===== config.mk =====
export PLATFORM = sky130hd
export DESIGN_NAME = mult_div_seq
export DESIGN_NICKNAME = d
export VERILOG_FILES = /design/src/rtl/cpu_pkg.sv /design/src/rtl/div_step.sv /design/src/rtl/mult_div_seq.sv
export SDC_FILE = /design/constraint.sdc
export NUM_CORES = 1
export LEC_CHECK = 0
export ABC_AREA = 1
export BUFFER_PORTS_ARGS = -buffer_cell sky130_fd_sc_hd__buf_2
export CORE_MARGIN = 2
export CORE_UTILIZATION = 50
export DETAILED_ROUTE_END_ITERATION = 16
export PLACE_DENSITY = 0.68
export SETUP_SLACK_MARGIN = 0.05
export SYNTH_ARGS = -nofsm -noshare
export SYNTH_HDL_FRONTEND = slang
export SYNTH_SLANG_ARGS = --single-unit

===== constraint.sdc =====
create_clock -name clk -period 7.9 [get_ports clk]
set_clock_uncertainty 0.15 [all_clocks]
set_input_delay 0.395 -clock clk [delete_from_list [all_inputs] [get_ports clk]]
set_output_delay 0.395 -clock clk [all_outputs]
set_load 0.05 [all_outputs]

===== src/rtl/cpu_pkg.sv =====
// Shared definitions for the sequential multiply/divide unit: width, FSM states,
// operation encodings and a magnitude helper used by the divider.
package cpu_pkg;
  localparam int DATA_W = 32;

  localparam logic OP_MULT = 1'b0;
  localparam logic OP_DIV  = 1'b1;

  typedef enum logic [1:0] {IDLE, MULT, DIV, DONE} state_t;

  function automatic logic [DATA_W-1:0] mag(input logic [DATA_W-1:0] v);
    return v[DATA_W-1] ? (~v + 1'b1) : v;
  endfunction
endpackage


===== src/rtl/div_step.sv =====
// One restoring-division iteration on unsigned magnitudes: shift in the next
// dividend bit, trial-subtract the divisor, keep the difference if it fits.
module div_step
  import cpu_pkg::*;
(
  input  logic [DATA_W-1:0] rem,
  input  logic [DATA_W-1:0] quo,
  input  logic [DATA_W-1:0] divisor,
  output logic [DATA_W-1:0] rem_next,
  output logic [DATA_W-1:0] quo_next
);
  logic [DATA_W:0] shifted;
  logic [DATA_W:0] diff;
  logic            fits;

  // rem < divisor <= 2^31, so shifted never reaches bit DATA_W and a borrow shows there
  assign shifted  = {rem, quo[DATA_W-1]};
  assign diff     = shifted - {1'b0, divisor};
  assign fits     = ~diff[DATA_W];
  assign rem_next = fits ? diff[DATA_W-1:0] : shifted[DATA_W-1:0];
  assign quo_next = {quo[DATA_W-2:0], fits};
endmodule


===== src/rtl/mult_div_seq.sv =====
// Sequential signed MULT (radix-2 Booth) / DIV (restoring) unit writing HI/LO;
// 32 iterations per operation, results land on the edge that enters DONE.
module mult_div_seq
  import cpu_pkg::*;
#(
  parameter int DATA_W = 32
) (
  input  logic              clk,
  input  logic              reset,
  input  logic              start,
  input  logic              op,
  input  logic [DATA_W-1:0] a,
  input  logic [DATA_W-1:0] b,
  output logic              busy,
  output logic              done,
  output logic              div_zero,
  output logic [DATA_W-1:0] hi,
  output logic [DATA_W-1:0] lo
);
  state_t              state;
  logic [5:0]          cnt;
  logic [2*DATA_W:0]   acc;
  logic [2*DATA_W-1:0] rq;
  logic [DATA_W-1:0]   opnd;
  logic                sa, sb;

  logic [DATA_W:0]     a_ext, m_ext, bsum;
  logic [2*DATA_W:0]   booth_next;
  logic [DATA_W-1:0]   rem_next, quo_next, q_fix, r_fix;

  assign busy = (state != IDLE);

  // Upper half is widened by one bit so adding/subtracting 0x80000000 cannot overflow
  always_comb begin
    a_ext = {acc[2*DATA_W], acc[2*DATA_W:DATA_W+1]};
    m_ext = {opnd[DATA_W-1], opnd};
    bsum  = a_ext;
    case (acc[1:0])
      2'b01:   bsum = a_ext + m_ext;
      2'b10:   bsum = a_ext - m_ext;
      default: bsum = a_ext;
    endcase
    booth_next = {bsum, acc[DATA_W:1]};
  end

  div_step u_div_step (
    .rem      (rq[2*DATA_W-1:DATA_W]),
    .quo      (rq[DATA_W-1:0]),
    .divisor  (opnd),
    .rem_next (rem_next),
    .quo_next (quo_next)
  );

  assign q_fix = (sa ^ sb) ? (~quo_next + 1'b1) : quo_next;
  assign r_fix = sa ? (~rem_next + 1'b1) : rem_next;

  always_ff @(posedge clk) begin
    if (!reset) begin
      state    <= IDLE;
      cnt      <= '0;
      acc      <= '0;
      rq       <= '0;
      opnd     <= '0;
      sa       <= 1'b0;
      sb       <= 1'b0;
      done     <= 1'b0;
      div_zero <= 1'b0;
      hi       <= '0;
      lo       <= '0;
    end else begin
      done     <= 1'b0;
      div_zero <= 1'b0;
      case (state)
        IDLE: if (start) begin
          cnt <= '0;
          sa  <= a[DATA_W-1];
          sb  <= b[DATA_W-1];
          if (op == OP_DIV) begin
            if (b == '0) begin
              state    <= DONE;
              done     <= 1'b1;
              div_zero <= 1'b1;
            end else begin
              state <= DIV;
              opnd  <= mag(b);
              rq    <= {{DATA_W{1'b0}}, mag(a)};
            end
          end else begin
            state <= MULT;
            opnd  <= a;
            acc   <= {{DATA_W{1'b0}}, b, 1'b0};
          end
        end
        MULT: begin
          acc <= booth_next;
          cnt <= cnt + 6'd1;
          if (cnt == 6'd31) begin
            state <= DONE;
            done  <= 1'b1;
            hi    <= booth_next[2*DATA_W:DATA_W+1];
            lo    <= booth_next[DATA_W:1];
          end
        end
        DIV: begin
          rq  <= {rem_next, quo_next};
          cnt <= cnt + 6'd1;
          if (cnt == 6'd31) begin
            state <= DONE;
            done  <= 1'b1;
            hi    <= r_fix;
            lo    <= q_fix;
          end
        end
        DONE:    state <= IDLE;
        default: state <= IDLE;
      endcase
    end
  end
endmodule

==> reports/results.tsv, run 1 <==
metric	value	unit
Mapped Cells	3311	
First-pass DRT Iterations	8	
input/output buffers	134	
DP Area	0.02053	sq mm
H-tree levels	1	
Synth top area share	0.2416	
Worst path most repeated cell	nand3_1	
Worst R2R Setup Slack	2.56	ns
P&R area growth vs syn	10.88	%
Critical Path AT	5.61	ns
Routed Antenna Nets	0	
DRC	0	
first-pass GRT wire length	117.4	mm
initial antenna violation count	7	
largest family of logic cells by synthesized area	simple AND/OR/NAND/NOR gates	
EDFF count, synth	0	
Final Routed Wirelength	75.75	mm
mux contribution to synthesized area	0	
synthesized cell area	0.01964	sq mm
CTS Buffer Depth	3	
max-cap violations	0	
Clock transition at path regs	0.06	ns
synth unique cells	57	
sequential power share	0.255	
endpoint class of the critical path	register	
area leader, netlist	dfxtp_1	
worst r2r dst	hi[31]	
commonest non-fill, non-tap cells in the layout	961 x nand2_1, 418 x inv_1, 284 x a21oi_1	
Worst Path Required	8.17	ns
Clk pwr share	0.220	
vias per std cell	5.713	
vias in the first global route	20690	
worst r2r src	opnd[1]	
final worst-path cycle share	0.6759	
Die X	202.2	um
DP Wirelength	58.83	mm
clk sinks	237	
Startpoint Class	register	
grt total ovfl	0	
Worst path max stage delay	0.36	ns
Final Hold Fails	0	
setup bufs post-CTS	0	
RSZ-0062 raised after global routing	no	
DIE HEIGHT	202.2	um
hold endpoint	acc[12]	
Slew Viols, Final	0	
layout cell share with drive strength beyond 1	0.1027	
P_int	3157	uW
commonest non-fill, non-tap cell in the layout	nand2_1	
setup TNS	0	ns
Post-Synth Simple-Gate Area	0.3615	
combinational share of power	0.525	
Power Dens Cells	289.2	mW/mm^2
Psw	3140	uW
hold_sp	b[11]	
DR vias	22400	
routability cong.	0.9708	
Synth area leaders	dfxtp_1 24%, nand2_1 18%, inv_1 8.0%	
Tot GR Track Use	0.3645	
flops & latches, synth	237	
Setup Crit Path Kind	reg2reg	
hold path cells	3	
Hold Path Class	in2reg	
core area	0.03874	sq mm
TritonCTS clock tree	built	
Num CTS Buffers	28	
post_cts resized	0	
Max Freq	187.3	MHz
Syn Area/Cell	5.931	sq um
post-route cell area	0.02177	sq mm
slowest cell on the critical path	nor3_1	
Leakage	0.01074	uW
post-synthesis xor/xnor area fraction	0.03300	
sequential-to-total area share from yosys stat	0.2416	
WL/cell	19.32	um
Die ar.	0.04088	sq mm
Top FF cell, synth	dfxtp_1	
nets@finish	3522	
worst-margin pin slew	1.281	ns
endpoints failing setup	0	
compound-gate portion of the synthesized area	0.1990	
Worst Path Max Fanout	4	
ys async rst share	0	
slew margin rel.	0.1410	
Register-to-Register Path Depth	29	
Clk Latency, worst-skew pair	0.60	ns
post-layout minimum cycle time	5.339	ns
Post-Synth Adder-Cell Area	0.04982	
Post-Syn Nets	3456	
peak supply drop	0.2361	mV
status	finished clean	
row count	72	
Starting Density	0.5069	
pin count of the biggest net entering global routing	80	
yosys warns	0	
Sw Share	0.4986	
io pins	135	
First DRT Iteration DRCs	2218	
root buf cell	clkbuf_16	
==> state kept, by name (all words and copies together) (netlist names) <==
signal / count
lo: 32
sb: 1
hi: 32
sa: 1
acc: 65
cnt: 6
done: 1
state: 2
div_zero: 1
rq: 64
opnd: 32
==> logic make-up (layout without fill, tap and decap cells) <==
family	Yosys count	count (layout)
compound gates	694	694
simple gates	1648	1648
flops	237	237
buf+inv	581	669
xor+xnor	74	74
fa+ha+maj	77	77
other cells	0	3
==> stage by stage <==
step                      setup WS (ns)  cells  utilization  total power (uW)  hold WS, ns
after detailed placement          2.822   3840       0.5301              4847       0.3027
final                             2.561   3920       0.5621              6297      0.01134
after floorplan                   3.998   3311            -              3884       0.2953
after global routing              2.171   3920       0.5621              6745      0.02698
after global placement            2.832   3840       0.5301              4811       0.2993
after CTS                         2.760   3917       0.5619              6246     0.002890
==> routing by layer <==
layer | vias to the layer above | GRT usage | wire [um]
li1 | 10920 | - | -
met1 | 10320 | 0.4599 | 30740
met2 | 965 | 0.6172 | 34890
met3 | 175 | 0.05160 | 6043
met4 | 8 | 0.1645 | 4027
met5 | - | 0 | 47
==> what timing repair did <==
| item | CTS | global route |
|---|---|---|
| hold buffers | 25 | 0 |
| endpoints found under the hold margin | 25 | 0 |
| setup endpoints to repair | 0 | 0 |
==> critical path: cells and delay by family, from the launching register on <==
family                   cells  cell delay, ns
AND/OR/NAND/NOR             15            2.03
buffers and inverters        3            0.31
flip-flops                   1            0.32
adder cells (fa/ha/maj)      1            0.34
XOR/XNOR                     1            0.33
AO/OA/AOI/OAI                9            1.64
==> worst max path at each step <==
stage,start,endpoint,slack [ns],cells after the start
2_1_floorplan,opnd[0],lo[30],4.00,29
4_1_cts,opnd[1],hi[31],2.76,29
5_1_grt,opnd[1],hi[31],2.17,29
3_3_place_gp,opnd[1],hi[31],2.83,30
3_5_place_dp,opnd[1],hi[31],2.82,29
6_report,opnd[1],hi[31],2.56,29
==> power groups by stage <==
stage	clock network, uW	registers, uW	logic [uW]
global route	1440	1630	3670
finish	1380	1610	3310
detailed placement	0	1620	3230
floorplan	0	1550	2340
global placement	0	1620	3200
CTS	1400	1600	3250
==> final cells by class <==
cell class	count	area, sq um
inverter	438	1648
clock buffer	38	808.3
fill	4014	16960
sequential	237	4745
timing repair buffer	179	1071
clock inverter	14	175.2
antenna	3	7.507
multi-input combinational	2493	12670
tap	518	648.1
==> cell usage after synthesis (3+ instances only) <==
library cell and number:
a211oi_1 18, a21boi_0 6, a21o_1 9, a21oi_1 286
a21oi_2 7, a221oi_1 5, a22oi_1 3, a31oi_1 57
and2_1 4, buf_1 16, buf_2 5, buf_4 5
buf_6 4, clkbuf_1 111, clkinv_1 6, dfxtp_1 237
ha_1 75, inv_1 419, inv_2 13, nand2_1 961
nand2_2 36, nand2_4 11, nand3_1 199, nand3_2 5
nand3b_1 13, nand4_1 40, nor2_1 250, nor2_2 14
nor2_4 3, nor3_1 48, nor4_1 15, o211ai_1 19
o21a_1 4, o21ai_0 223, o21ai_1 6, o21bai_1 7
o221a_2 4, o221ai_1 14, o22ai_1 12, o31ai_1 5
or2_2 40, or3_1 3, xnor2_1 5, xor2_1 69
Power figures use the tool's default switching activity.
==> run 2, diff against run 1 <==
Settings changed: PLACE_DENSITY 0.68 to 0.71.
Clock period 7.9 ns to 4.7 ns, I/O delays scaled along.
==> run 2 against run 1 <==
  * Design area rose by 5.1%
  * Die area did not move
  * First-iteration DRC count up 11%
  * Largest cell class unchanged
  * Critical path type unchanged
  * Clock-buffer cell count grew 4
  * Combinational power grew 86%
  * Sequential share of layout area down 1.0 points
  * Cell count rose by 2.3%
  * Critical path depth is 1 higher
  * Highest routed layer unchanged
==> reports/results.tsv, run 2 (synthesized netlist as in run 1, its figures left out) <==
metric	value	unit	change
Num CTS Buffers	29		+3.6%
Worst R2R Setup Slack	0.22	ns	-2.34 ns
Largest register FFs	65		unchanged
Routed Antenna Nets	0		unchanged
Die X	202.2	um	unchanged
RSZ-0062 raised after global routing	yes		
Tot GR Track Use	0.3750		+0.01046
slew margin rel.	0.3451		+0.2041
Final Routed Wirelength	79.09	mm	+4.4%
layout cell share with drive strength beyond 1	0.1396		+0.03694
endpoints failing setup	0		unchanged
commonest non-fill, non-tap cell in the layout	nand2_1		
Starting Density	0.5069		unchanged
Slew Viols, Final	0		unchanged
DP Area	0.02101	sq mm	+2.3%
H-tree levels	1		unchanged
dpl ws	0.06849	ns	-2.753 ns
Die ar.	0.04088	sq mm	unchanged
worst-margin pin slew	0.9823	ns	-0.2983 ns
Worst path max stage delay	0.32	ns	-0.04 ns
DIE HEIGHT	202.2	um	unchanged
row count	72		unchanged
Worst path most repeated cell	nand2_1		
pin count of the biggest net entering global routing	102		+28%
Hold Path Class	in2reg		
endpoint class of the critical path	register		
Max Freq	223.3	MHz	+19%
vias in the first global route	21170		+2.3%
max-cap violations	0		unchanged
peak supply drop	0.4527	mV	+92%
core area	0.03874	sq mm	unchanged
input/output buffers	134		unchanged
Setup Crit Path Kind	reg2reg		
grt total ovfl	0		unchanged
status	finished clean		
Worst Path Max Fanout	3		-1
root buf cell	clkbuf_16		
DP Wirelength	60.93	mm	+3.6%
Power, Total	11310	uW	+80%
io pins	135		unchanged
P&R area growth vs syn	16.49	%	
DRC	0		unchanged
first-pass GRT wire length	120.6	mm	+2.7%
most flop-heavy register	acc		
TritonCTS clock tree	built		
DR vias	23130		+3.3%
CTS Buffer Depth	3		unchanged
Leakage	0.01124	uW	+4.6%
Buf+Inv Stages, Crit Path	6		+3
Largest regs	acc: 65 flops, rq: 64 flops		
commonest non-fill, non-tap cells in the layout	951 x nand2_1, 410 x inv_1, 276 x a21oi_1		
Clock transition at path regs	0.06	ns	about the same
First-pass DRT Iterations	6		-2
initial antenna violation count	7		unchanged
clk sinks	237		unchanged
post-route cell area	0.02288	sq mm	+5.1%
Clk Latency, worst-skew pair	0.59	ns	about the same
Critical Path AT	4.75	ns	-0.86 ns
vias per std cell	5.764		+0.90%
final worst-path cycle share	0.9526		+0.2768
routability cong.	0.9657		-0.53%
WL/cell	19.71	um	+2.0%
post-layout minimum cycle time	4.477	ns	-0.8620 ns
First DRT Iteration DRCs	2472		+11%
nets@finish	3615		+2.6%
final setup margin	0.2226	ns	-2.338 ns
largest delay contributor family on the critical path	simple AND/OR/NAND/NOR gates		
slowest cell on the critical path	dfxtp_1		
Power Dens Cells	494.5	mW/mm^2	+71%
Startpoint Class	register		
Worst Path Required	4.97	ns	-3.20 ns
Final Hold Fails	0		unchanged
Layout fillers	3958		-1.4%
[run 2: changes by cell type in the layout (fill, tap and decap cells not counted), sizes merged]
cell         delta
clkinv          -7
clkinvlp        -1
buf            +71
clkbuf          +4
dlygate4sd3    +21
diode           +3
bufinv          +1
[run 2: repair_timing]
action                                  4_1_cts  5_1_grt
setup buffers                                 0        9
endpoints found under the hold margin        52        0
pin swaps                                     0       39
hold buffers                                 46        0
gates resized for setup                       1       98
endpoints found under the setup margin        1       28
[run 2: area by class of cell]
class / instances / area, sq um / area share
tap: 518 / 648.1 / 0.02833
clock inverter: 7 / 137.6 / 0.006017
antenna: 6 / 15.01 / 0.0006563
clock buffer: 42 / 864.6 / 0.03779
sequential: 237 / 4746 / 0.2075
inverter: 438 / 1648 / 0.07203
timing repair buffer: 271 / 1834 / 0.08018
multi-input combinational: 2493 / 12980 / 0.5675
[run 2: power by group]
group / internal [uW] / leakage (uW) / total [uW] / switching, uW
Sequential: 2340 / 0.00193 / 2720 / 380
Clock: 1480 / 0.000491 / 2440 / 961
Combinational: 1900 / 0.00882 / 6150 / 4250
[run 2: path summary, 6_finish.rpt]
check	start	end	depth (start not counted)
worst max register to register	opnd[0]	hi[31]	30
worst max-delay path	opnd[0]	hi[31]	30
worst min-delay path	a[26]	opnd[26]	3
worst min register to register	hi[11]	hi[11]	2
[run 2: through the flow]
| stage | hold slack, ns | setup TNS (ns) | util | instances |
|---|---|---|---|---|
| after CTS | 0.009574 | 0 | 0.5803 | 3997 |
| after detailed placement | 0.3065 | 0 | 0.5424 | 3902 |
| after floorplan | 0.2459 | 0 | - | 3311 |
| after global routing | 0.05578 | -0.05175 | 0.5904 | 4010 |
| after global placement | 0.2995 | 0 | 0.5424 | 3902 |
| final | 0.03266 | 0 | 0.5905 | 4012 |
[run 2: worst reg2reg max path: cells and delay by family (launching register included)]
kind | cells | cell delay [ns]
simple gates | 15 | 1.72
compound gates | 7 | 1.14
buf+inv | 6 | 0.46
flops | 1 | 0.32
fa+ha+maj | 1 | 0.30
xor+xnor | 1 | 0.22
[run 2: metal layers]
| metal | GRT usage | share of wire | wire length (um) | vias up |
|---|---|---|---|---|
| met5 | 0 | 0.00016 | 13 | - |
| met4 | 0.1924 | 0.056 | 4393 | 2 |
| li1 | - | - | - | 11120 |
| met1 | 0.4878 | 0.42 | 32840 | 10630 |
| met2 | 0.5983 | 0.44 | 34780 | 1149 |
| met3 | 0.06321 | 0.089 | 7066 | 221 |
